[src/rtl/display_scheduler.sv]
// Two-requester arbiter for the shared 6-digit BCD display, with a minimum hold
// window per grant, digit scan multiplexing and error-mode blinking.
module display_scheduler #(
  parameter int unsigned HOLD_CYCLES  = 50_000_000,
  parameter int unsigned SCAN_DIV     = 50_000,
  parameter int unsigned BLINK_FRAMES = 8
) (
  input  logic        clk,
  input  logic        rst_n,
  input  logic        req_a,
  input  logic [11:0] val_a,
  input  logic        req_b,
  input  logic [11:0] val_b,
  output logic        gnt_a,
  output logic        gnt_b,
  output logic        busy,
  output logic [11:0] disp_val,
  input  logic [3:0]  bcd5,
  input  logic [3:0]  bcd4,
  input  logic [3:0]  bcd3,
  input  logic [3:0]  bcd2,
  input  logic [3:0]  bcd1,
  input  logic [3:0]  bcd0,
  output logic [5:0]  digit_sel,
  output logic [3:0]  digit_bcd
);

  localparam int unsigned HoldW  = (HOLD_CYCLES > 2) ? $clog2(HOLD_CYCLES) : 1;
  localparam int unsigned DivW   = (SCAN_DIV > 1) ? $clog2(SCAN_DIV) : 1;
  localparam int unsigned FrameW = $clog2(2 * BLINK_FRAMES);

  localparam logic [HoldW-1:0] HoldLoad = HoldW'(HOLD_CYCLES - 1);
  localparam logic [DivW-1:0]  DivLast  = DivW'(SCAN_DIV - 1);

  typedef enum logic {StIdle, StShow} state_e;

  state_e             state_q;
  logic [HoldW-1:0]   hold_q;
  logic               last_b_q;

  logic               grant;
  logic               pick_b;
  logic [11:0]        disp_d;

  // B has priority unless A is also waiting and B won the previous round.
  assign grant  = (state_q == StIdle) && (req_a || req_b);
  assign pick_b = req_b && !(req_a && last_b_q);
  assign disp_d = grant ? (pick_b ? val_b : val_a) : disp_val;

  always_ff @(posedge clk or negedge rst_n) begin
    if (!rst_n) begin
      state_q  <= StIdle;
      hold_q   <= '0;
      last_b_q <= 1'b0;
      gnt_a    <= 1'b0;
      gnt_b    <= 1'b0;
      busy     <= 1'b0;
      disp_val <= 12'h800;
    end else begin
      gnt_a <= 1'b0;
      gnt_b <= 1'b0;
      case (state_q)
        StIdle: begin
          if (grant) begin
            state_q  <= StShow;
            busy     <= 1'b1;
            hold_q   <= HoldLoad;
            disp_val <= disp_d;
            last_b_q <= pick_b;
            gnt_b    <= pick_b;
            gnt_a    <= !pick_b;
          end
        end
        StShow: begin
          if (hold_q == '0) begin
            state_q <= StIdle;
            busy    <= 1'b0;
          end else begin
            hold_q <= hold_q - 1'b1;
          end
        end
        default: begin
          state_q <= StIdle;
          busy    <= 1'b0;
        end
      endcase
    end
  end

  logic [DivW-1:0]   div_q, div_d;
  logic [2:0]        idx_q, idx_d;
  logic [FrameW-1:0] frame_q, frame_d;
  logic              blank;
  logic [5:0]        sel_d;
  logic [3:0]        bcd_d;

  always_comb begin
    div_d   = div_q + 1'b1;
    idx_d   = idx_q;
    frame_d = frame_q;
    if (div_q == DivLast) begin
      div_d = '0;
      if (idx_q == 3'd5) begin
        idx_d   = 3'd0;
        frame_d = frame_q + 1'b1;
      end else begin
        idx_d = idx_q + 3'd1;
      end
    end
  end

  // Outputs are computed from next-state so digit_sel/digit_bcd always agree
  // with the registered index, frame and displayed word.
  always_comb begin
    blank = (disp_d[11:10] == 2'b11) && frame_d[FrameW-1];
    sel_d = blank ? 6'b000000 : (6'b100000 >> idx_d);
    case (idx_d)
      3'd0:    bcd_d = bcd5;
      3'd1:    bcd_d = bcd4;
      3'd2:    bcd_d = bcd3;
      3'd3:    bcd_d = bcd2;
      3'd4:    bcd_d = bcd1;
      3'd5:    bcd_d = bcd0;
      default: bcd_d = 4'h0;
    endcase
  end

  always_ff @(posedge clk or negedge rst_n) begin
    if (!rst_n) begin
      div_q     <= '0;
      idx_q     <= 3'd0;
      frame_q   <= '0;
      digit_sel <= 6'b100000;
      digit_bcd <= 4'h0;
    end else begin
      div_q     <= div_d;
      idx_q     <= idx_d;
      frame_q   <= frame_d;
      digit_sel <= sel_d;
      digit_bcd <= bcd_d;
    end
  end

endmodule

[config.mk]
export PLATFORM = sky130hd
export DESIGN_NAME = display_scheduler
export DESIGN_NICKNAME = d
export VERILOG_FILES = /design/src/rtl/display_scheduler.sv
export SDC_FILE = /design/constraint.sdc
export NUM_CORES = 1
export LEC_CHECK = 0
export CORE_MARGIN = 1
export CORE_UTILIZATION = 45
export DETAILED_ROUTE_END_ITERATION = 8
export GPL_TIMING_DRIVEN = 0
export HOLD_SLACK_MARGIN = 0.06
export PLACE_DENSITY = 0.71
export SYNTH_ARGS = -nofsm -noshare
export SYNTH_HDL_FRONTEND = slang
export SYNTH_SLANG_ARGS = --single-unit
[constraint.sdc]
create_clock -name clk -period 3 [get_ports clk]
set_input_delay 0.45 -clock clk [delete_from_list [all_inputs] [get_ports clk]]
set_output_delay 0.45 -clock clk [all_outputs]
set_load 0.03 [all_outputs]
Yosys cells after proc, flatten, opt, wreduce, memory -nomap -nowiden

Index checks and enable logic that the tools add are counted.

Bits of input ports: 52
Register bits after elaboration: 76
Output and inout port bits: 25

Reductions and logical operators: 13
Equality and inequality tests: 11
Add/sub/neg operators: 4
Shift-type cells: 1
Bitwise logic cells: 1
Muxes and demuxes: 22

Operators by type and width:

| operator              | number |
|---|---|
| $mux 26               | 2 |
| $pmux 26 s2           | 1 |
| $logic_not 26->1      | 1 |
| $sub 26x1->26 const B | 1 |
| $mux 12               | 2 |
| $pmux 4 s6            | 1 |
| $add 16x1->16 const B | 1 |
| $eq 16x16->1 const B  | 1 |
| $mux 16               | 1 |
| $eq 3x3->1 const B    | 3 |
| $mux 1                | 8 |
| $mux 4                | 2 |
| $reduce_and 2->1      | 4 |
| $eq 3x2->1 const B    | 2 |
| $mux 3                | 2 |
| $mux 6                | 1 |
| $shr 6x3->6 const A   | 1 |
| $add 4x1->4 const B   | 1 |
| $logic_and 1x1->1     | 4 |
| $ne 2x2->1 const B    | 2 |
| $pmux 1 s2            | 2 |
| $add 3x1->3 const B   | 1 |
| $eq 3x1->1 const B    | 1 |
| $logic_not 3->1       | 1 |
| 5 further kinds       | 6 |

Depth between registers and ports, before layout

Gate-level depths: netlist of the first run.

Depth in word-level cells: 8
Gate-level depth with buffers: 8
Gate-level depth less buffers: 8

Least setup slack after synthesis of the first run

No wires, ideal clock.

Path type: reg-to-reg
From: register hold_q[0]
To: register hold_q[10]
Buffers on the path: 0
Stages on the path, launching flop included: 8
Slack: 0.710 ns
Library setup time: 0.080 ns
Clock period less this slack: 2.290 ns
Data arrival time: 2.210 ns
Path through: dfrtp_1 -> inv_1 -> ha_1 -> nor3b_1 -> nand3_1 -> a31oi_2 -> or4b_1 -> a21oi_1

Longest elaborated chain between the ends: 3

Ends and longest elaborated chain:

| item                                              | line   | RTL |
|---|---|---|
| from (decl)                                       | 38     | `logic [HoldW-1:0] hold_q;` |
| from (signal assigned)                            | 67     | `hold_q <= HoldLoad;` |
| from (signal assigned)                            | 79     | `hold_q <= hold_q - 1'b1;` |
| $sub 26x1->26 or $logic_not 26->1 (tied branches) | 79, 75 |  |
| $mux 26 or $ne 2x2->1 (tied branches)             | -      |  |
| $pmux 26 s2 or $reduce_and 2->1 (tied branches)   | -      |  |

Parallel ways exist; a longest one is shown, timed or not. The select of a mux whose other input is x is not followed.
A chain may end at the register's enable or synchronous reset.

Worst setup path in the final report of the first run

Ends and elaborated chain as after synthesis.

==> results of run 1 <==
## flip-flops by register name (all words and copies together) (netlist names)
signal / flops
busy: 1
digit_bcd: 4
digit_sel: 6
disp_val: 12
div_q: 16
frame_q: 4
gnt_a: 1
gnt_b: 1
hold_q: 26
idx_q: 3
last_b_q: 1
state_q: 1
## layout make-up
cell class                      instances  share of cell area, %
Clock buffer                           11                   2.78
Timing Repair Buffer                   78                   15.5
Sequential cell                        76                   37.5
Clock inverter                          4                   1.45
Multi-Input combinational cell        282                   37.1
Buffer                                 22                   1.82
Tap cell                              105                   2.58
Inverter                               18                   1.33
## kinds of logic (layout without fill, tap and decap cells)
family | Yosys count | in the layout | synth area share, %
XOR/XNOR | 19 | 19 | 4.22
AND/OR/NAND/NOR | 147 | 147 | 20.4
buffers and inverters | 40 | 133 | 4.06
multiplexers | 13 | 13 | 3.36
adder cells (fa/ha/maj) | 4 | 4 | 1.27
flip-flops | 76 | 76 | 48.3
AO/OA/AOI/OAI | 99 | 99 | 18.4
## cells in the mapped netlist (2+ instances only)
master,number,share of area (%)
nand2_1,32,3.0
mux2_2,2,0.57
xor2_1,5,1.1
buf_1,4,0.38
a222oi_1,10,2.5
a31oi_1,3,0.48
a21o_1,4,0.76
a211oi_4,2,1.0
o31ai_1,3,0.57
a31o_2,2,0.44
nor4_1,8,1.3
a211oi_1,3,0.57
dfrtp_1,74,47
o211ai_1,10,1.9
nand4_1,8,1.3
mux2i_1,11,2.8
nand3_1,12,1.5
and4_1,7,1.6
and2_1,4,0.63
nor3_1,10,1.3
o41ai_1,3,0.67
xnor2_1,14,3.1
nor3b_1,5,0.95
buf_2,2,0.25
o21ai_0,13,1.7
a21oi_1,22,2.8
ha_1,4,1.3
inv_1,17,1.6
or4_1,5,0.95
or3_1,3,0.48
nor4bb_1,2,0.51
a32o_1,2,0.51
o21ai_1,12,1.5
nor2b_1,3,0.48
nor2_1,25,2.4
nor4b_1,2,0.44
dfstp_2,2,1.3
nand2b_1,3,0.48
clkbuf_1,15,1.4
and3_1,14,2.2
## how the worst min path moves through the flow
stage / endpoint / slack (ns) / cells after the start
after CTS: div_q[15]$_DFF_PN0_ / 0.49 / 1
final: busy$_DFFE_PN0P_ / 0.49 / 2
after floorplan: busy$_DFFE_PN0P_ / 0.15 / 0
after global routing: disp_val[8]$_DFFE_PN0P_ / 0.53 / 2
after global placement: div_q[15]$_DFF_PN0_ / 0.46 / 1
after detailed placement: hold_q[1]$_DFFE_PN0P_ / 0.44 / 1
## power by group
part / internal, mW / switching, mW
clock: 0.487 / 0.370
sequential: 1.12 / 0.0992
combinational: 0.207 / 0.204
## routing by layer
metal	global-route usage (%)	vias up	routed length [µm]
met1	27.1	1676	4190
met5	0	-	0
met2	38.7	84	4720
met3	5.42	16	484
met4	7.96	0	136
li1	-	1662	-
## worst max-delay path: cells and delay by family, from the launching register on
family          cells  cell delay, ns
compound gates      2            0.60
simple gates        3            1.15
flops               1            0.41
fa+ha+maj           1            0.21
buf+inv             1            0.13
## repair_timing
action	CTS	global route
hold buffers	1	0
endpoints found under the setup margin	0	1
gates resized for setup	0	1
hold endpoints to repair	8	0
==> run_summary.xml, run 1 <==
<?xml version="1.0" encoding="UTF-8"?>
<metrics>
  <group name="outcome">
    <metric name="run_status" unit="">finished clean</metric>
  </group>
  <group name="layout">
    <metric name="flow.area_growth_from_synthesis" unit="%">28.9</metric>
    <metric name="design.final.nets" unit="">543</metric>
    <metric name="fin_cells" unit="">596</metric>
    <metric name="layout.area.seq" unit="µm²">1900</metric>
    <metric name="fin_util" unit="%">60.9</metric>
    <metric name="multi_input_comb_area" unit="µm²">1880</metric>
    <metric name="mostFrequentLayoutCells" unit="">clkdlybuf4s50_1, dfrtp_1, nand2_1</metric>
    <metric name="antenna-diode-count" unit="">0</metric>
    <metric name="filler_cell_count" unit="">734</metric>
    <metric name="stdcell_area" unit="µm²">5080</metric>
    <metric name="mostFrequentLayoutCell" unit="">clkdlybuf4s50_1</metric>
    <metric name="share_of_post_route_cells_with_drive_strength_above_1" unit="%">6.92</metric>
  </group>
  <group name="clock_network">
    <metric name="cts_inserted_buffers" unit="">9</metric>
    <metric name="h-tree-depth" unit="">3</metric>
    <metric name="clock_sinks" unit="">76</metric>
    <metric name="clk_latency" unit="ns">0.35</metric>
    <metric name="clk_path_buf_depth" unit="">2</metric>
    <metric name="ctsRootBufferMaster" unit="">clkbuf_8</metric>
    <metric name="postCtsSetupBuffers" unit="">0</metric>
    <metric name="cts.reportedPaths.clkPinSlew" unit="ns">0.08</metric>
    <metric name="clock_tree_from_tritoncts" unit="">yes</metric>
  </group>
  <group name="global_route">
    <metric name="track_usage" unit="%">22.4</metric>
    <metric name="grt_start_max_net_pins" unit="">42</metric>
    <metric name="overflow" unit="">0</metric>
    <metric name="grt_antenna_before_repair" unit="">0</metric>
    <metric name="grt_pass1_vias" unit="">3360</metric>
    <metric name="grt_pass1_wl" unit="µm">15500</metric>
  </group>
  <group name="placement">
    <metric name="gp_routability_congestion" unit="">0.831</metric>
    <metric name="dp_worst_setup_slack" unit="ns">0.227</metric>
    <metric name="place.detailed.hpwl" unit="µm">7030</metric>
    <metric name="place.port_buffers" unit="">76</metric>
    <metric name="placed_cell_area" unit="µm²">4850</metric>
    <metric name="dp_cells" unit="">580</metric>
  </group>
  <group name="sta">
    <metric name="setup_viol" unit="">0</metric>
    <metric name="worst_slew_margin_rel" unit="%">49.9</metric>
    <metric name="hold_violations" unit="">0</metric>
    <metric name="hold-worst-slack" unit="ns">0.487</metric>
    <metric name="max_clock_freq" unit="GHz">0.387</metric>
    <metric name="tightest_slew" unit="ns">0.745</metric>
    <metric name="finalMaxSlewViolations" unit="">0</metric>
    <metric name="worst_clock_skew" unit="ns">0.0101</metric>
    <metric name="finalCritPeriodShare" unit="%">86.1</metric>
    <metric name="postLayoutSetupSlackWorst" unit="ns">0.418</metric>
    <metric name="final.setup.tns" unit="ns">0</metric>
    <metric name="unrepaired_setup_endpoints_after_global_routing" unit="">false</metric>
    <metric name="period_needed" unit="ns">2.58</metric>
  </group>
  <group name="setup_path">
    <metric name="critical_path_peak_fanout" unit="">6</metric>
    <metric name="worst-r2r-cell-count" unit="">7</metric>
    <metric name="cp_cell_sequence" unit="">inv_1, ha_1, nor3b_2, nand3_1, a31oi_2, or4b_1, a21oi_1</metric>
    <metric name="reg2reg_from" unit="">hold_q[0]$_DFFE_PN0P_</metric>
    <metric name="worst_setup_path_start_kind" unit="">flip-flop</metric>
    <metric name="regToRegSetupSlack" unit="ns">0.42</metric>
    <metric name="arrival" unit="ns">2.85</metric>
    <metric name="criticalPathCategory" unit="">reg2reg</metric>
    <metric name="worst_r2r_endpoint" unit="">hold_q[10]$_DFFE_PN0P_</metric>
    <metric name="endpoint_kind" unit="">flip-flop</metric>
    <metric name="cpMaxStageDelayCell" unit="">or4b_1</metric>
    <metric name="cp_data_required_time" unit="ns">3.27</metric>
    <metric name="max_stage_delay_on_crit_path" unit="ns">0.47</metric>
    <metric name="timing.critical_path.to" unit="">hold_q[10]$_DFFE_PN0P_</metric>
    <metric name="cp-startpoint" unit="">hold_q[0]$_DFFE_PN0P_</metric>
  </group>
  <group name="die">
    <metric name="die_footprint" unit="µm²">9140</metric>
    <metric name="core-area" unit="µm²">8340</metric>
    <metric name="fp.dieW" unit="µm">95.6</metric>
    <metric name="top_level_ports" unit="">77</metric>
    <metric name="chipHeight" unit="µm">95.6</metric>
    <metric name="row_count" unit="">33</metric>
    <metric name="floorplan.initialDensity" unit="%">47.3</metric>
  </group>
  <group name="pwr">
    <metric name="power_per_cell_area" unit="nW/µm²">490</metric>
    <metric name="max-vdd-ir-drop" unit="mV">0.236</metric>
    <metric name="fin_total_pwr" unit="mW">2.49</metric>
    <metric name="total_leakage_power" unit="nW">2.12</metric>
  </group>
  <group name="routing">
    <metric name="routed_wl" unit="µm">9530</metric>
    <metric name="drtIter0Drc" unit="">117</metric>
    <metric name="vias" unit="">3438</metric>
    <metric name="first_drt_pass_iteration_count" unit="">5</metric>
    <metric name="drt-wirelength-per-cell" unit="µm">16.0</metric>
    <metric name="route.detailed.vias_per_inst" unit="">5.77</metric>
    <metric name="antenna_left" unit="">0</metric>
    <metric name="drc_errors" unit="">0</metric>
  </group>
  <group name="yosys">
    <metric name="synth-edff-count" unit="">0</metric>
    <metric name="netlist_instances" unit="">398</metric>
    <metric name="synth.yosys.warnings" unit="">0</metric>
    <metric name="synth.yosys.seq_area_share" unit="%">48.3</metric>
    <metric name="synthesis.area" unit="µm²">3940</metric>
    <metric name="synth_nets" unit="">454</metric>
    <metric name="synth_seq_cells" unit="">76</metric>
    <metric name="post_synth_num_cell_types" unit="">56</metric>
    <metric name="postSynthAreaPerCell" unit="µm²">9.91</metric>
    <metric name="dominantRegCellSynth" unit="">dfrtp_1</metric>
    <metric name="asyncSetResetFlopFracSynth" unit="%">100</metric>
  </group>
  <group name="job">
    <metric name="maxCapViolations" unit="">0</metric>
  </group>
  <group name="worst_hold_path">
    <metric name="worstHoldPathType" unit="">reg2reg</metric>
    <metric name="hold_path_startpoint" unit="">busy$_DFFE_PN0P_</metric>
  </group>
</metrics>
Power figures use the tool's default switching activity.
==> inputs of run 2 (changes only) <==
--- a/config.mk
+++ b/config.mk
@@ -5,6 +5,7 @@
 export SDC_FILE = /design/constraint.sdc
 export NUM_CORES = 1
 export LEC_CHECK = 0
+export CORE_ASPECT_RATIO = 0.9
 export CORE_MARGIN = 1
 export CORE_UTILIZATION = 45
 export DETAILED_ROUTE_END_ITERATION = 8
==> run_summary.xml, run 2 (synthesized netlist as in run 1, its figures left out) <==
<?xml version="1.0" encoding="UTF-8"?>
<metrics>
  <group name="placement">
    <metric name="gp_routability_congestion" unit="">0.773</metric>
    <metric name="placed_cell_area" unit="µm²">4870</metric>
    <metric name="dp_cells" unit="">594</metric>
    <metric name="place.detailed.hpwl" unit="µm">6480</metric>
    <metric name="place.port_buffers" unit="">76</metric>
    <metric name="dp_worst_setup_slack" unit="ns">0.313</metric>
  </group>
  <group name="layout">
    <metric name="biggestRegsByFlops" unit="">hold_q x26, div_q x16, disp_val x12</metric>
    <metric name="fin_util" unit="%">59.5</metric>
    <metric name="largest_register" unit="">hold_q</metric>
    <metric name="stdcell_area" unit="µm²">5080</metric>
    <metric name="largest_register_ff_count" unit="">26</metric>
    <metric name="fin_cells" unit="">610</metric>
    <metric name="antenna-diode-count" unit="">0</metric>
    <metric name="flow.area_growth_from_synthesis" unit="%">28.8</metric>
    <metric name="share_of_post_route_cells_with_drive_strength_above_1" unit="%">7.13</metric>
    <metric name="mostFrequentLayoutCell" unit="">clkdlybuf4s50_1</metric>
    <metric name="mostFrequentLayoutCells" unit="">clkdlybuf4s50_1, dfrtp_1, nand2_1</metric>
    <metric name="design.final.nets" unit="">542</metric>
  </group>
  <group name="routing">
    <metric name="first_drt_pass_iteration_count" unit="">5</metric>
    <metric name="route.detailed.vias_per_inst" unit="">5.63</metric>
    <metric name="vias" unit="">3436</metric>
    <metric name="route.top_layer_used" unit="">met4</metric>
    <metric name="drt-wirelength-per-cell" unit="µm">14.9</metric>
    <metric name="drtIter0Drc" unit="">156</metric>
    <metric name="route.met3.wl" unit="µm">499</metric>
    <metric name="drc_errors" unit="">0</metric>
    <metric name="routedLengthMet1" unit="µm">4200</metric>
    <metric name="antenna_left" unit="">0</metric>
    <metric name="wl_met2" unit="µm">4310</metric>
    <metric name="routed_wl" unit="µm">9080</metric>
  </group>
  <group name="clock_network">
    <metric name="clk_path_buf_depth" unit="">2</metric>
    <metric name="clk_latency" unit="ns">0.35</metric>
    <metric name="postCtsSetupBuffers" unit="">0</metric>
    <metric name="ctsRootBufferMaster" unit="">clkbuf_8</metric>
    <metric name="clock_sinks" unit="">76</metric>
    <metric name="h-tree-depth" unit="">3</metric>
    <metric name="cts.reportedPaths.clkPinSlew" unit="ns">0.08</metric>
    <metric name="cts_inserted_buffers" unit="">9</metric>
    <metric name="ctsResizeCount" unit="">0</metric>
    <metric name="cts_hold_buf" unit="">0</metric>
    <metric name="clock_tree_from_tritoncts" unit="">yes</metric>
  </group>
  <group name="die">
    <metric name="chipHeight" unit="µm">90.8</metric>
    <metric name="die_footprint" unit="µm²">9140</metric>
    <metric name="floorplan.initialDensity" unit="%">46.2</metric>
    <metric name="top_level_ports" unit="">77</metric>
    <metric name="core-area" unit="µm²">8530</metric>
    <metric name="fp.dieW" unit="µm">101</metric>
    <metric name="row_count" unit="">32</metric>
  </group>
  <group name="sta">
    <metric name="finalCritPeriodShare" unit="%">90.4</metric>
    <metric name="tightest_slew" unit="ns">0.807</metric>
    <metric name="finalMaxSlewViolations" unit="">0</metric>
    <metric name="worst_slew_margin_rel" unit="%">45.7</metric>
    <metric name="postLayoutSetupSlackWorst" unit="ns">0.289</metric>
    <metric name="worst_clock_skew" unit="ns">0.00888</metric>
    <metric name="hold-worst-slack" unit="ns">0.0516</metric>
    <metric name="period_needed" unit="ns">2.71</metric>
    <metric name="max_clock_freq" unit="GHz">0.369</metric>
    <metric name="hold_violations" unit="">0</metric>
    <metric name="unrepaired_setup_endpoints_after_global_routing" unit="">false</metric>
    <metric name="final.setup.tns" unit="ns">0</metric>
    <metric name="setup_viol" unit="">0</metric>
  </group>
  <group name="job">
    <metric name="maxCapViolations" unit="">0</metric>
  </group>
  <group name="setup_path">
    <metric name="worst_setup_path_start_kind" unit="">flip-flop</metric>
    <metric name="cpMaxStageDelayCell" unit="">or4b_1</metric>
    <metric name="arrival" unit="ns">2.98</metric>
    <metric name="worst-r2r-cell-count" unit="">7</metric>
    <metric name="cp_cell_sequence" unit="">inv_1, ha_1, nor3b_1, nand3_1, a31oi_2, or4b_1, a21oi_1</metric>
    <metric name="worst_r2r_endpoint" unit="">hold_q[10]$_DFFE_PN0P_</metric>
    <metric name="max_stage_delay_on_crit_path" unit="ns">0.47</metric>
    <metric name="critical_path_peak_fanout" unit="">6</metric>
    <metric name="criticalPathCategory" unit="">reg2reg</metric>
    <metric name="cp_data_required_time" unit="ns">3.27</metric>
    <metric name="regToRegSetupSlack" unit="ns">0.29</metric>
    <metric name="reg2reg_from" unit="">hold_q[0]$_DFFE_PN0P_</metric>
    <metric name="endpoint_kind" unit="">flip-flop</metric>
  </group>
  <group name="global_route">
    <metric name="overflow" unit="">0</metric>
    <metric name="track_usage" unit="%">20.9</metric>
    <metric name="grt_pass1_wl" unit="µm">15100</metric>
    <metric name="grt_pass1_vias" unit="">3341</metric>
    <metric name="grt_antenna_before_repair" unit="">0</metric>
    <metric name="grt_start_max_net_pins" unit="">40</metric>
  </group>
  <group name="pwr">
    <metric name="fin_total_pwr" unit="mW">2.43</metric>
    <metric name="total_leakage_power" unit="nW">2.10</metric>
    <metric name="power_per_cell_area" unit="nW/µm²">479</metric>
    <metric name="max-vdd-ir-drop" unit="mV">0.310</metric>
  </group>
  <group name="outcome">
    <metric name="run_status" unit="">finished clean</metric>
  </group>
  <group name="worst_hold_path">
    <metric name="worstHoldPathType" unit="">in2async</metric>
  </group>
</metrics>
## run 2: cell count changes in the layout (fill, tap and decap cells not counted)
cell           previous run  this run
clkinv_4                  1         0
bufinv_16                 2         1
clkinvlp_4                0         3
nor3b_2                   1         0
nor3b_1                   4         5
clkbuf_1                 16        15
clkinv_2                  1         0
inv_6                     0         2
dlygate4sd3_1             1         0
## run 2: cell type report
type,instances,area (µm²)
fill,738,3450
tap,119,149
clock inverter,6,70.1
multi-input combinational,282,1880
sequential,76,1900
inverter,18,67.6
timing repair buffer,77,778
clock buffer,10,138
buffer,22,92.6
## run 2: worst max-delay path: cells and delay by family, from the launching register on
family / cells / cell delay [ns]
AND/OR/NAND/NOR: 3 / 1.32
AO/OA/AOI/OAI: 2 / 0.59
flip-flops: 1 / 0.41
adder cells (fa/ha/maj): 1 / 0.19
buffers and inverters: 1 / 0.12
## run 2: how the worst max path moves through the flow
stage	cells after the start	from	slack (ns)	endpoint
global route	7	hold_q[0]$_DFFE_PN0P_	0.02	hold_q[10]$_DFFE_PN0P_
floorplan	7	hold_q[0]$_DFFE_PN0P_	0.71	hold_q[10]$_DFFE_PN0P_
detailed placement	6	req_b	0.31	hold_q[10]$_DFFE_PN0P_
global placement	1	rst_n	-1.12	digit_bcd[1]$_DFF_PN0_
finish	7	hold_q[0]$_DFFE_PN0P_	0.29	hold_q[10]$_DFFE_PN0P_
CTS	7	hold_q[0]$_DFFE_PN0P_	0.30	hold_q[10]$_DFFE_PN0P_
## run 2: report_power, final
part	total (mW)	internal [mW]	switching, mW	leakage [nW]
clock network	0.817	0.413	0.404	0.0955
logic	0.403	0.205	0.198	1.07
registers	1.21	1.12	0.0923	0.928
total	2.43	1.74	0.695	2.10
## run 2: routing by layer
metal,up-vias,track usage (%)
met1,1670,27.7
met3,7,5.88
met4,0,4.59
met2,102,34.1
li1,1657,-
met5,-,0
